**src/rtl/mem_arbiter.sv**
```systemverilog
// -----------------------------------------------------------------------------
// mem_arbiter
//   Shares one single-port synchronous RAM between two requesters:
//   port 0 (rv32i core data/fetch) and port 1 (UART boot loader).
//   Each access is sequenced as an address phase (ACCESS) followed by a
//   data phase (ACK) in which the winner sees a one-cycle ack and, for
//   reads, the RAM data on rdata.
//
// Build option:
//   MEM_ARB_FIXED_PRIO_EN  defined   -> fixed priority, port 0 wins ties
//                                       (port 1 may starve)
//                          undefined -> round-robin (default)
//
// Ports:
//   clk, resetn            clock (rising edge), async active-low reset
//   req0/req1              access request, held until the matching ack
//   addr0/1, wdata0/1      word address / write data, stable while requesting
//   wmask0/1               byte write enables, all-zero means read
//   ack0/ack1              one-cycle completion pulse
//   rdata                  read data, valid only in the ack cycle
//   mem_addr, mem_wdata    RAM address / write data
//   mem_wmask              RAM byte write enables (ACCESS only)
//   mem_rstrb              RAM read strobe (ACCESS only)
//   mem_rdata              RAM read data, valid the cycle after mem_rstrb
//
// state  | meaning
// -------+----------------------------------------------------------
// IDLE   | no access in flight; arbitrate among incoming requests
// ACCESS | winner's address/mask presented to RAM with strobe/enables
// ACK    | ack to winner, read data returned; may chain to other port
// -----------------------------------------------------------------------------
module mem_arbiter #(
  parameter int ADDR_W = 12,
  parameter int DATA_W = 32
) (
  input  logic                clk,
  input  logic                resetn,
  input  logic                req0,
  input  logic                req1,
  input  logic [ADDR_W-1:0]   addr0,
  input  logic [ADDR_W-1:0]   addr1,
  input  logic [DATA_W-1:0]   wdata0,
  input  logic [DATA_W-1:0]   wdata1,
  input  logic [DATA_W/8-1:0] wmask0,
  input  logic [DATA_W/8-1:0] wmask1,
  output logic                ack0,
  output logic                ack1,
  output logic [DATA_W-1:0]   rdata,
  output logic [ADDR_W-1:0]   mem_addr,
  output logic [DATA_W-1:0]   mem_wdata,
  output logic [DATA_W/8-1:0] mem_wmask,
  output logic                mem_rstrb,
  input  logic [DATA_W-1:0]   mem_rdata
);

  localparam int MASK_W = DATA_W / 8;

  typedef enum logic [1:0] {
    IDLE   = 2'd0,
    ACCESS = 2'd1,
    ACK    = 2'd2
  } state_t;

  state_t              state_q;
  state_t              state_d;
  logic                winner_q;
  logic [ADDR_W-1:0]   addr_q;
  logic [DATA_W-1:0]   wdata_q;
  logic [MASK_W-1:0]   wmask_q;

  logic                grant_vld;
  logic                grant_port;
  logic                tie_port;
  logic                in_access;
  logic                in_ack;
  logic                is_read;

`ifdef MEM_ARB_FIXED_PRIO_EN
  assign tie_port = 1'b0;
`else
  // Reset value 1 lets port 0 win the very first tie.
  logic last_grant_q;

  assign tie_port = ~last_grant_q;
`endif

  // ---------------------------------------------------------------------------
  // Next-state and grant selection
  // ---------------------------------------------------------------------------
  always_comb begin
    state_d    = state_q;
    grant_vld  = 1'b0;
    grant_port = 1'b0;

    unique case (state_q)
      IDLE: begin
        if (req0 || req1) begin
          grant_vld  = 1'b1;
          grant_port = (req0 && req1) ? tie_port : req1;
          state_d    = ACCESS;
        end
      end

      ACCESS: begin
        state_d = ACK;
      end

      ACK: begin
        // The acked port's request is still high this cycle but belongs to
        // the access being completed, so only the other port is considered.
        state_d = IDLE;
`ifdef MEM_ARB_FIXED_PRIO_EN
        // Chaining 0 -> 1 here would bypass port 0's priority; port 1 only
        // gets in from IDLE when port 0 is quiet.
        if (winner_q && req0) begin
          grant_vld  = 1'b1;
          grant_port = 1'b0;
        end
`else
        if (!winner_q && req1) begin
          grant_vld  = 1'b1;
          grant_port = 1'b1;
        end else if (winner_q && req0) begin
          grant_vld  = 1'b1;
          grant_port = 1'b0;
        end
`endif
        if (grant_vld) begin
          state_d = ACCESS;
        end
      end

      default: begin
        state_d = IDLE;
      end
    endcase
  end

  // ---------------------------------------------------------------------------
  // State and latched-request registers
  // ---------------------------------------------------------------------------
  always_ff @(posedge clk or negedge resetn) begin
    if (!resetn) begin
      state_q  <= IDLE;
      winner_q <= 1'b0;
      addr_q   <= '0;
      wdata_q  <= '0;
      wmask_q  <= '0;
    end else begin
      state_q <= state_d;
      if (grant_vld) begin
        winner_q <= grant_port;
        addr_q   <= grant_port ? addr1  : addr0;
        wdata_q  <= grant_port ? wdata1 : wdata0;
        wmask_q  <= grant_port ? wmask1 : wmask0;
      end
    end
  end

`ifndef MEM_ARB_FIXED_PRIO_EN
  always_ff @(posedge clk or negedge resetn) begin
    if (!resetn) begin
      last_grant_q <= 1'b1;
    end else if (grant_vld) begin
      last_grant_q <= grant_port;
    end
  end
`endif

  // ---------------------------------------------------------------------------
  // Outputs: all decoded from registered state, so strobes/enables are
  // confined to ACCESS and acks to ACK with no combinational path from req.
  // ---------------------------------------------------------------------------
  assign in_access = (state_q == ACCESS);
  assign in_ack    = (state_q == ACK);
  assign is_read   = (wmask_q == '0);

  assign mem_addr  = addr_q;
  assign mem_wdata = wdata_q;
  assign mem_wmask = in_access ? wmask_q : '0;
  assign mem_rstrb = in_access && is_read;

  assign ack0 = in_ack && !winner_q;
  assign ack1 = in_ack &&  winner_q;

  // RAM data arrives the cycle after the strobe, which is exactly ACK.
  assign rdata = (in_ack && is_read) ? mem_rdata : '0;

endmodule

```
**config.mk**
```make
export PLATFORM = sky130hd
export DESIGN_NAME = mem_arbiter
export DESIGN_NICKNAME = d
export VERILOG_FILES = /design/src/rtl/mem_arbiter.sv
export SDC_FILE = /design/constraint.sdc
export NUM_CORES = 1
export LEC_CHECK = 0
export ABC_AREA = 1
export BUFFER_PORTS_ARGS = -buffer_cell sky130_fd_sc_hd__buf_2
export CAP_MARGIN = 20
export CELL_PAD_IN_SITES_DETAIL_PLACEMENT = 1
export CELL_PAD_IN_SITES_GLOBAL_PLACEMENT = 2
export CORE_UTILIZATION = 20
export DETAILED_ROUTE_END_ITERATION = 7
export GPL_ROUTABILITY_DRIVEN = 1
export PLACE_DENSITY_LB_ADDON = 0.1
export REMOVE_ABC_BUFFERS = 1
export SYNTH_ARGS = -nofsm -noshare
export SYNTH_HDL_FRONTEND = slang
export SYNTH_SLANG_ARGS = --single-unit
```
**constraint.sdc**
```tcl
create_clock -name clk -period 1.4 [get_ports clk]
set_input_delay 0.07 -clock clk [delete_from_list [all_inputs] [get_ports clk]]
set_output_delay 0.07 -clock clk [all_outputs]
set_load 0.005 [all_outputs]
```
# Yosys cells after proc, flatten, opt, wreduce, memory -nomap -nowiden
# Cells that the tools add are included.
# totals
elab_cells	38
regBits	52
# op_classes
eq_ne	3
mux	17
n_reduce_logical	11
n_bitwise	1
# op_table
cell	count
32-bit 2-to-1 mux	2
12-bit 2-to-1 mux	1
1-bit 2-to-1 mux	8
4-bit 2-to-1 mux	2
1-bit logical AND	7
2-bit one-hot mux with 3 select lines	1
4-bit zero test	1
1-bit one-hot mux with 2 select lines	2
2-bit by 1-bit == test with 1-bit output (second input constant)	1
2-bit == test (second input constant)	1
2-bit zero test	1
2-bit 2-to-1 mux	1
2-bit != test (second input constant)	1
1-bit zero test	1
1-bit logical OR	1
1-bit NOT	1

# Logic depth before layout (Yosys ltp)
# Gate-level depths: netlist of the first run.
# logic_depth
depth_word	6
depth_mapped	10

# Least setup slack after synthesis of the first run
# OpenSTA, ideal clock, no wires.
# synth_path
kind	register -> register
startpoint	register last_grant_q
endpoint	register wdata_q[0], in the netlist mem_wdata[0]
t_arrival_ns	1.168
path_slack_ns	0.115
synth_period_minus_slack_ns	1.285
t_required_ns	1.283
stages_incl_launch_ff	8
setup_time_ns	0.117
n_path_buf	2
path_cell_list	dfstp_2 > nand2_1 > nand3_2 > buf_2 > buf_4 > nand3_1 > nand3_1 > nand2_1
# synth_between
elab_chain_len	5
# synth_rtl
element	line	text
from (decl)	82	logic last_grant_q;
from (signal assigned)	165	last_grant_q <= grant_port;
1-bit NOT	84	assign tie_port = ~last_grant_q;
1-bit 2-to-1 mux	99	grant_port = (req0 && req1) ? tie_port : req1;
1-bit 2-to-1 mux	97	if (req0 || req1) begin
1-bit one-hot mux with 2 select lines	95	unique case (state_q)
32-bit 2-to-1 mux	154	wdata_q <= grant_port ? wdata1 : wdata0;
to (signal assigned)	154	
to (decl)	68	logic [DATA_W-1:0] wdata_q;
# Every way passes these cells.
# A chain may end at the register's enable or synchronous reset.

# Worst setup path after layout of the first run
# layout_path
startpoint	register state_q[0]
endpoint	register wdata_q[30], in the netlist mem_wdata[30]
# layout_between
elab_chain_len	3
# layout_rtl
element	line	text
from (decl)	64	state_t state_q;
from (signal assigned)	150	state_q <= state_d;
2-bit == test / 2-bit zero test (equally long branches)	95	
1-bit one-hot mux with 2 select lines	95	
32-bit 2-to-1 mux	154	
# Several ways; a longest one is shown, not always the timed one.

==> run metrics, run 1 <==
H-tree depth 2; vias in the first global route around 3800; Max Clk Rate 639.9 MHz; combinational share of power 57.5%; XOR/XNOR share of the synthesized area 0%; core footprint 0.01594 mm²; Iter 0 DRT Violations 82; Critical Path, Cell by Cell buf_4, nor2_2, nand3_4, nand2_8, bufbuf_16, nand2_1, nand3_1, nand2_1; max cap viols 0; Max stage delay cell, worst path dfrtp_1; largest net degree at the start of global routing 53; share of cells above drive strength 1 34.78%; initial antenna violation count 0; CTS tree done; final worst slack -0.1626 ns; unrepaired setup endpoints after global routing true; HPWL Detailed roughly 9.4 mm; WL per Instance 13.67 µm; Worst path max stage delay 0.41 ns; CTS buffer count 5; status finished with violations; largest family of logic cells by synthesized area simple AND/OR/NAND/NOR gates; Mapped Area ~0.0033 mm²; DIE HEIGHT 129.9 µm; Worst-path clk slew 0.07 ns; Design Power 9474 µW; Slew @ Worst Pin 0.3342 ns; sequential fraction of the synthesis area between 30% and 40%; Vias/cell ~4.1; PwrDens around 1900 mW/mm²; clock share of power 13.3%; clk root buf clkbuf_16; Initial Util about 21%; Port Buffer Count 214; final hold viol count 0; Post-Synth Adder-Cell Area 0%; routability cong. 0.7027; failing checks setup timing; simple-gate share of the synthesized area 38.61%; CP Class flop to flop; Mapped Cells 518; Worst Setup Start Kind flop; Max VDD drop 0.6877 mV; antenna viol nets, final 0; CP bufs+invs 2; CP top delay family simple AND/OR/NAND/NOR gates; I/O pin count 215; post-synthesis compound-gate area fraction less than 1%; Cell Area, Placed approximately 0.0046 mm²; # clock sinks 52; Worst path most repeated cell nand2_1; gr ovfl total 0; Die Wd 129.9 µm; Reg area 0.001303 mm²; min-delay worst type input port to flop; mux cell area share after synthesis 0%; overall routing resource usage ~15%; CP max FO 6; global-route wire length before repair 19.41 mm; Int Power 5387 µW; DRC 0; Rel. slew slack 77.72%; via count 3892; maximum root-to-sink buffer count 2; Final Cell Area between 0.004 and 0.005 mm²; placement row count 46; fin crit share 111.6%; total leakage power 0.003270 µW; ant diodes 0; Final min period between 1.5 and 2 ns; syn avg cell area approximately 6.3 µm²; area of the multi-input gates 0.001299 mm²; Data arrival, critical path 1.75 ns; Synth cell types 18; Skew-Pair Late Insertion Delay 0.30 ns; area delta synth->final 52.43%; Fill cells 2101; total iterations of the first detailed-routing run 4; Post-Route Skew 0.01140 ns; required time of the critical path approximately 1.6 ns; Yosys reg bits 52; Slew Viols, Final 0; yosys warns 0; Final #Nets 870; Switch Pwr 4087 µW; Reg power frac between 20% and 30%; final wirelength 13.05 mm; Net Sw Frac 43.14%; crit end category flop; Final setup viols 81; die area 0.01686 mm²
## registers in the layout, indices dropped and copies added, names as in the netlist
register	flops
wmask_q	4
state_q	2
last_grant_q	1
mem_wdata	32
mem_addr	12
winner_q	1
## kinds of logic (layout without fill, tap and decap cells)
kind of cell    count (synthesis)  count (layout)
compound gates                  2               2
buf+inv                       167             388
flops                          52              52
simple gates                  297             297
## tightest hold or removal path: stages
cell and delay [ns]:
buf_2 0.08, inv_1 0.03, nand2_1 0.05, nand3_1 0.05
nand2_1 0.05
## final timing paths
| check | startpoint | to | slack [ns] | cells after the start |
|---|---|---|---|---|
| max | state_q[0]$_DFFE_PN0P_ | mem_wdata[30]$_DFFE_PN0P_ | -0.16 | 8 |
| min | wdata1[7] | mem_wdata[7]$_DFFE_PN0P_ | 0.06 | 5 |
| max reg2reg | state_q[0]$_DFFE_PN0P_ | mem_wdata[30]$_DFFE_PN0P_ | -0.16 | 8 |
| min reg2reg | last_grant_q$_DFFE_PN1P_ | last_grant_q$_DFFE_PN1P_ | 0.47 | 2 |
| max in group asynchronous | resetn | last_grant_q$_DFFE_PN1P_ | 0.79 | 3 |
| min in group asynchronous | resetn | mem_wdata[22]$_DFFE_PN0P_ | 0.28 | 3 |
## layer usage
layer	wire [µm]	track usage, %	vias to the layer above
met5	0	0	-
met4	78	2.668	0
met3	812	3.772	5
met2	6432	26.77	117
met1	5728	17.95	1833
li1	-	-	1937
## placed cells by master, fill, tap and decap left out, types with 2 or more instances in the layout
cell and n:
buf_12 7, buf_2 214, buf_4 11, buf_6 4
clkbuf_1 2, clkbuf_16 7, dfrtp_1 51, inv_1 137
nand2_1 152, nand2_2 2, nand3_1 97, nor2_1 39
nor2_2 3
## Yosys cell counts (all sizes together)
master	count	area share (%)
nand2	155	18
inv	139	16
nand3	98	15
dfrtp	51	39
nor2	43	5.2
buf	21	4.5
clkbuf	7	0.80
o21ai	2	0.31
dfstp	1	0.80
nand4	1	0.19
## power by group through the flow
stage	Clock [µW]	Combinational [µW]	Sequential, µW
global route	1390	6160	2880
detailed placement	0	4940	2790
global placement	0	4830	2800
CTS	1330	5180	2790
floorplan	0	2400	2790
finish	1260	5450	2760
## what timing repair did
item                                    4_1_cts  5_1_grt
hold buffers                                  1        0
buffers inserted                              4        2
endpoints found under the setup margin       35       87
cloned                                        1        3
hold endpoints to repair                     51        0
resized for setup                             6       11
pin swaps                                     0        3
## cell type report
type	instances	share of cell area [%]
Clock buffer	7	2.661
Sequential cell	52	26.14
Clock inverter	1	0.1757
Multi-Input combinational cell	299	26.06
Inverter	139	10.52
Tap cell	216	5.423
Timing Repair Buffer	241	29.02
## through the flow
stage | cells | setup slack (ns) | util [%] | hold WS, ns | setup TNS, ns
after detailed placement | 937 | 0.009922 | 29.03 | 0.1025 | 0
after global placement | 937 | 0.06776 | 29.03 | 0.1051 | 0
final | 955 | -0.1626 | 31.26 | 0.06307 | -7.012
after global routing | 955 | -0.2566 | 31.26 | 0.07084 | -15.53
after CTS | 950 | -0.1567 | 30.46 | 0.05466 | -8.106
after floorplan | 490 | -0.6910 | - | -0.2256 | -40.92
No activity file was read; power rests on OpenSTA's default activity.
==> run 2, diff against run 1 <==
Settings changed: HOLD_SLACK_MARGIN set to 0.1.
==> run 2 against run 1 <==
Clock skew about the same. The flow still finishes with violations (setup timing). Cell count grew 9.0%. Wire length increased by 13%. Maximum frequency is 0.62% lower. Register-to-register slack about the same. Hold slack better by 0.035 ns. Combinational power rose by 23%. Largest power group unchanged. First-iteration DRC count decreased by 23%. Cell area up 20%. Die area is the same. Sequential share of layout area is 4.3 points lower.
==> run metrics, run 2 (synthesis gave the netlist of run 1 again) <==
CTS tree done; clk root buf clkbuf_16; antenna viol nets, final 0; die area 0.01686 mm²; crit end category flop; Layout Cells excl Fill around 1000; Worst-path clk slew 0.07 ns; placement row count 46; Final #Nets 956; min-delay worst type input port to flop; Iter 0 DRT Violations 63; H-tree depth 2; global-route wire length before repair 20.46 mm; area of the multi-input gates 0.001336 mm²; unrepaired setup endpoints after global routing true; Skew-Pair Late Insertion Delay 0.30 ns; final hold viol count 0; largest net degree at the start of global routing 53; DRC 0; Largest register FFs 32; met2 wire len 7.474 mm; Initial Util between 20% and 30%; maximum root-to-sink buffer count 2; final worst slack -0.1724 ns; Vias/cell around 4.1; share of cells above drive strength 1 33.45%; gr ovfl total 0; total leakage power ~0.0037 µW; overall routing resource usage 15.65%; initial antenna violation count 0; CP top delay family simple AND/OR/NAND/NOR gates; WL per Instance 14.19 µm; CP max FO 6; ant diodes 0; vias in the first global route 4102; fin crit share 112.3%; Reg area 0.001303 mm²; routability cong. 0.7027; Slew @ Worst Pin 0.3189 ns; area delta synth->final 82.47%; Hold WS around 0.098 ns; Max Clk Rate 636.0 MHz; CP bufs+invs 3; met1 WL 6.348 mm; Slew Viols, Final 0; # clock sinks 52; Worst path max stage delay about 0.42 ns; final wirelength 14.77 mm; Placed Cells 937; PwrDens 1799 mW/mm²; max cap viols 0; Max VDD drop just under 0.7 mV; setup TNS -7.428 ns; Max stage delay cell, worst path dfrtp_1; Util after Layout 37.42%; DIE HEIGHT 129.9 µm; total iterations of the first detailed-routing run 4; I/O pin count 215; CTS buffer count 5; Data arrival, critical path 1.77 ns; Fill cells about 2100; failing checks setup timing; core footprint 0.01594 mm²; HPWL Detailed 9.415 mm; register-to-register setup slack -0.17 ns; Port Buffer Count about 210; Post-Route Skew 0.01101 ns; DR top layer met4; status finished with violations; required time of the critical path 1.59 ns; Final min period 1.572 ns; Critical Path, Cell by Cell buf_4, nor2_4, nand3_4, nand2_8, buf_6, buf_6, nand2_1, nand3_1, nand2_1; met3 WL post-DR 872 µm; Die Wd 129.9 µm; via count 4240; most frequent cells in the layout buf_2, nand2_1, inv_1, nand3_1, dlygate4sd3_1; most common cell after layout, fill and taps aside buf_2; CP Class flop to flop; Final setup viols 81; Rel. slew slack 78.74%; Worst Setup Start Kind flop; Place WS 0.009922 ns
## run 2: area by class of cell
class	count	area share, %
clock buffer	7	2.223
timing repair buffer	326	40.00
inverter	139	8.872
clock inverter	1	0.1468
multi-input combinational	300	22.40
tap	216	4.530
sequential	52	21.83
## run 2: final timing paths
kind / startpoint / end / cells past startpoint
max in group asynchronous: resetn / last_grant_q$_DFFE_PN1P_ / 3
min reg2reg: last_grant_q$_DFFE_PN1P_ / last_grant_q$_DFFE_PN1P_ / 2
max: state_q[0]$_DFFE_PN0P_ / mem_addr[1]$_DFFE_PN0P_ / 9
min in group asynchronous: resetn / mem_wdata[22]$_DFFE_PN0P_ / 3
min: wdata0[22] / mem_wdata[22]$_DFFE_PN0P_ / 5
max reg2reg: state_q[0]$_DFFE_PN0P_ / mem_addr[1]$_DFFE_PN0P_ / 9
## run 2: routing by layer
| layer | vias up | GRT usage, % |
|---|---|---|
| met2 | 125 | 29.07 |
| met3 | 6 | 3.690 |
| met5 | - | 0 |
| li1 | 2113 | - |
| met4 | 0 | 2.668 |
| met1 | 1996 | 18.38 |
## run 2: where the power goes
group          total, µW  switching (µW)  internal (µW)
Sequential          2760             449           2310
Combinational       6700            3480           3220
Clock               1260             593            670
Total              10700            4520           6210
## run 2: stage by stage
stage / instance area (µm²) / total power [µW]
floorplan: 3097 / 5190
global placement: 4628 / 7623
detailed placement: 4628 / 7731
CTS: 5547 / 9445
global route: 5966 / 11690
finish: 5966 / 10730
## run 2: worst reg2reg max path, delay by kind of cell, from the launching register on
kind                   cells  cell delay, ns
flip-flops                 1            0.42
buffers and inverters      3            0.40
AND/OR/NAND/NOR            6            0.64
## run 2: timing repair
action,CTS,global route
resized for setup,6,32
setup endpoints to repair,35,87
setup buffers,4,11
gates cloned,1,12
hold buffers,70,0
hold endpoints to repair,100,0
pin swaps,0,3
==> run 3, diff against run 2 <==
Settings changed: TNS_END_PERCENT set to 50.
==> run 3 against run 2 <==
The flow still finishes with violations (setup timing). Hold slack about the same. Clock-buffer cell count stayed put. Via count decreased by 0.61%. Critical path type is now flop to output pin. Largest power group unchanged. Highest routed layer unchanged.
==> run metrics, run 3 (synthesis gave the netlist of run 1 again) <==
PwrDens 1767 mW/mm²; Design Power 10360 µW; met2 track demand over resource 28.63%; max cap viols 0; Data arrival, critical path roughly 1.5 ns; CTS buffer count 5; Max Clk Rate ~660 MHz; Most Crowded Layer GR met2; Final setup viols 80; fin crit share 108.6%; Rel. slew slack between 70 and 80%; Largest register FFs 32; share of cells above drive strength 1 32.72%; area delta synth->final 79.37%; core footprint 0.01594 mm²; Final min period 1.520 ns; Iter 0 DRT Violations 92; Die Wd 129.9 µm; Final #Nets 950; gr ovfl total 0; final worst slack -0.1202 ns; total iterations of the first detailed-routing run 4; placement row count 46; largest net degree at the start of global routing 53; Worst-path clk slew around 0.070 ns; final hold viol count 0; Skew-Pair Late Insertion Delay 0.30 ns; final wirelength ~15 mm; HPWL Detailed 9.415 mm; Post-Route Skew 0.01000 ns; Vias/cell 4.071; Util after Layout a little under two fifths; most common cell after layout, fill and taps aside buf_2; crit end category output pin; DIE HEIGHT ~130 µm; GR Layer Usage met3 3.690%; Initial Util between 20% and 30%; CP Class flop to output pin; CP max FO 32; CTS tree done; Slew @ Worst Pin ~0.34 ns; I/O pin count 215; WL per Instance 14.13 µm; met1 usage in global routing 18.21%; maximum root-to-sink buffer count 2; unrepaired setup endpoints after global routing true; status finished with violations; vias in the first global route 4082; total leakage power 0.003663 µW; initial antenna violation count 0; Max VDD drop 0.7397 mV; global-route wire length before repair 20.27 mm; Cell Area, Placed 0.004628 mm²; # clock sinks 52; via count 4214; required time of the critical path 1.33 ns; H-tree depth 2; antenna viol nets, final 0; most frequent cells in the layout buf_2, nand2_1, inv_1, nand3_1, dlygate4sd3_1; clk root buf clkbuf_16; Final Cell Area 0.005864 mm²; min-delay worst type input port to flop; DRC 0; Port Buffer Count 214; register-to-register setup slack -0.09 ns; Worst Setup Start Kind flop; failing checks setup timing; die area 0.01686 mm²; ant diodes 0; Slew Viols, Final 0; overall routing resource usage 15.47%; routability cong. 0.7027
[run 3: cell types whose count changed in the layout (fill, tap and decap cells not counted), moves of 2 or more]
cell,delta
buf_12,-3
buf_4,-3
buf_8,+2
nand2_2,-2
[run 3: path summary, 6_finish.rpt]
check | depth (start not counted) | end | start
min in group asynchronous | 3 | mem_wdata[22]$_DFFE_PN0P_ | resetn
hold / removal | 5 | mem_wdata[22]$_DFFE_PN0P_ | wdata0[22]
setup reg to reg | 8 | mem_wdata[1]$_DFFE_PN0P_ | state_q[0]$_DFFE_PN0P_
hold reg to reg | 2 | last_grant_q$_DFFE_PN1P_ | last_grant_q$_DFFE_PN1P_
setup / recovery | 5 | rdata[28] | state_q[0]$_DFFE_PN0P_
max in group asynchronous | 3 | last_grant_q$_DFFE_PN1P_ | resetn
[run 3: cell type report]
type / count / area (µm²)
sequential: 52 / 1303
clock buffer: 7 / 132.6
multi-input combinational: 299 / 1315
timing repair buffer: 321 / 2306
inverter: 139 / 529.3
clock inverter: 1 / 8.758
tap: 216 / 270.3
fill: 2078 / 10080
[run 3: metal layers]
metal	wire [µm]	up-vias
met1	6390	1990
met5	0	-
li1	-	2100
met2	7377	119
met4	78	0
met3	778	5
[run 3: timing repair]
item                       CTS  global route
setup endpoints to repair   35            87
hold buffers                70             0
buffers inserted             1            10
hold endpoints to repair   100             0
resized for setup            2            30
gates cloned                 0             9
pin swaps                    0             3
[run 3: through the flow]
step	std cells	setup WS (ns)	hold slack (ns)	setup TNS, ns
floorplan	490	-0.6910	-0.2256	-40.92
global placement	937	0.06776	0.1051	0
detailed placement	937	0.009922	0.1025	0
CTS	1016	-0.1567	0.1001	-8.093
global route	1035	-0.2202	0.1123	-14.13
finish	1035	-0.1202	0.09883	-5.920
[run 3: worst max-delay path, stage by stage (launching register included)]
cell	delay (ns)
dfrtp_1	0.41
nor2_4	0.15
nand4_1	0.14
buf_12	0.20
nor2_1	0.11
buf_2	0.12
[run 3: report_power, final]
group / total, µW / switching [µW] / internal [µW]
Clock: 1260 / 590 / 670
Combinational: 6340 / 3370 / 2970
Sequential: 2760 / 449 / 2310
Total: 10400 / 4410 / 5950
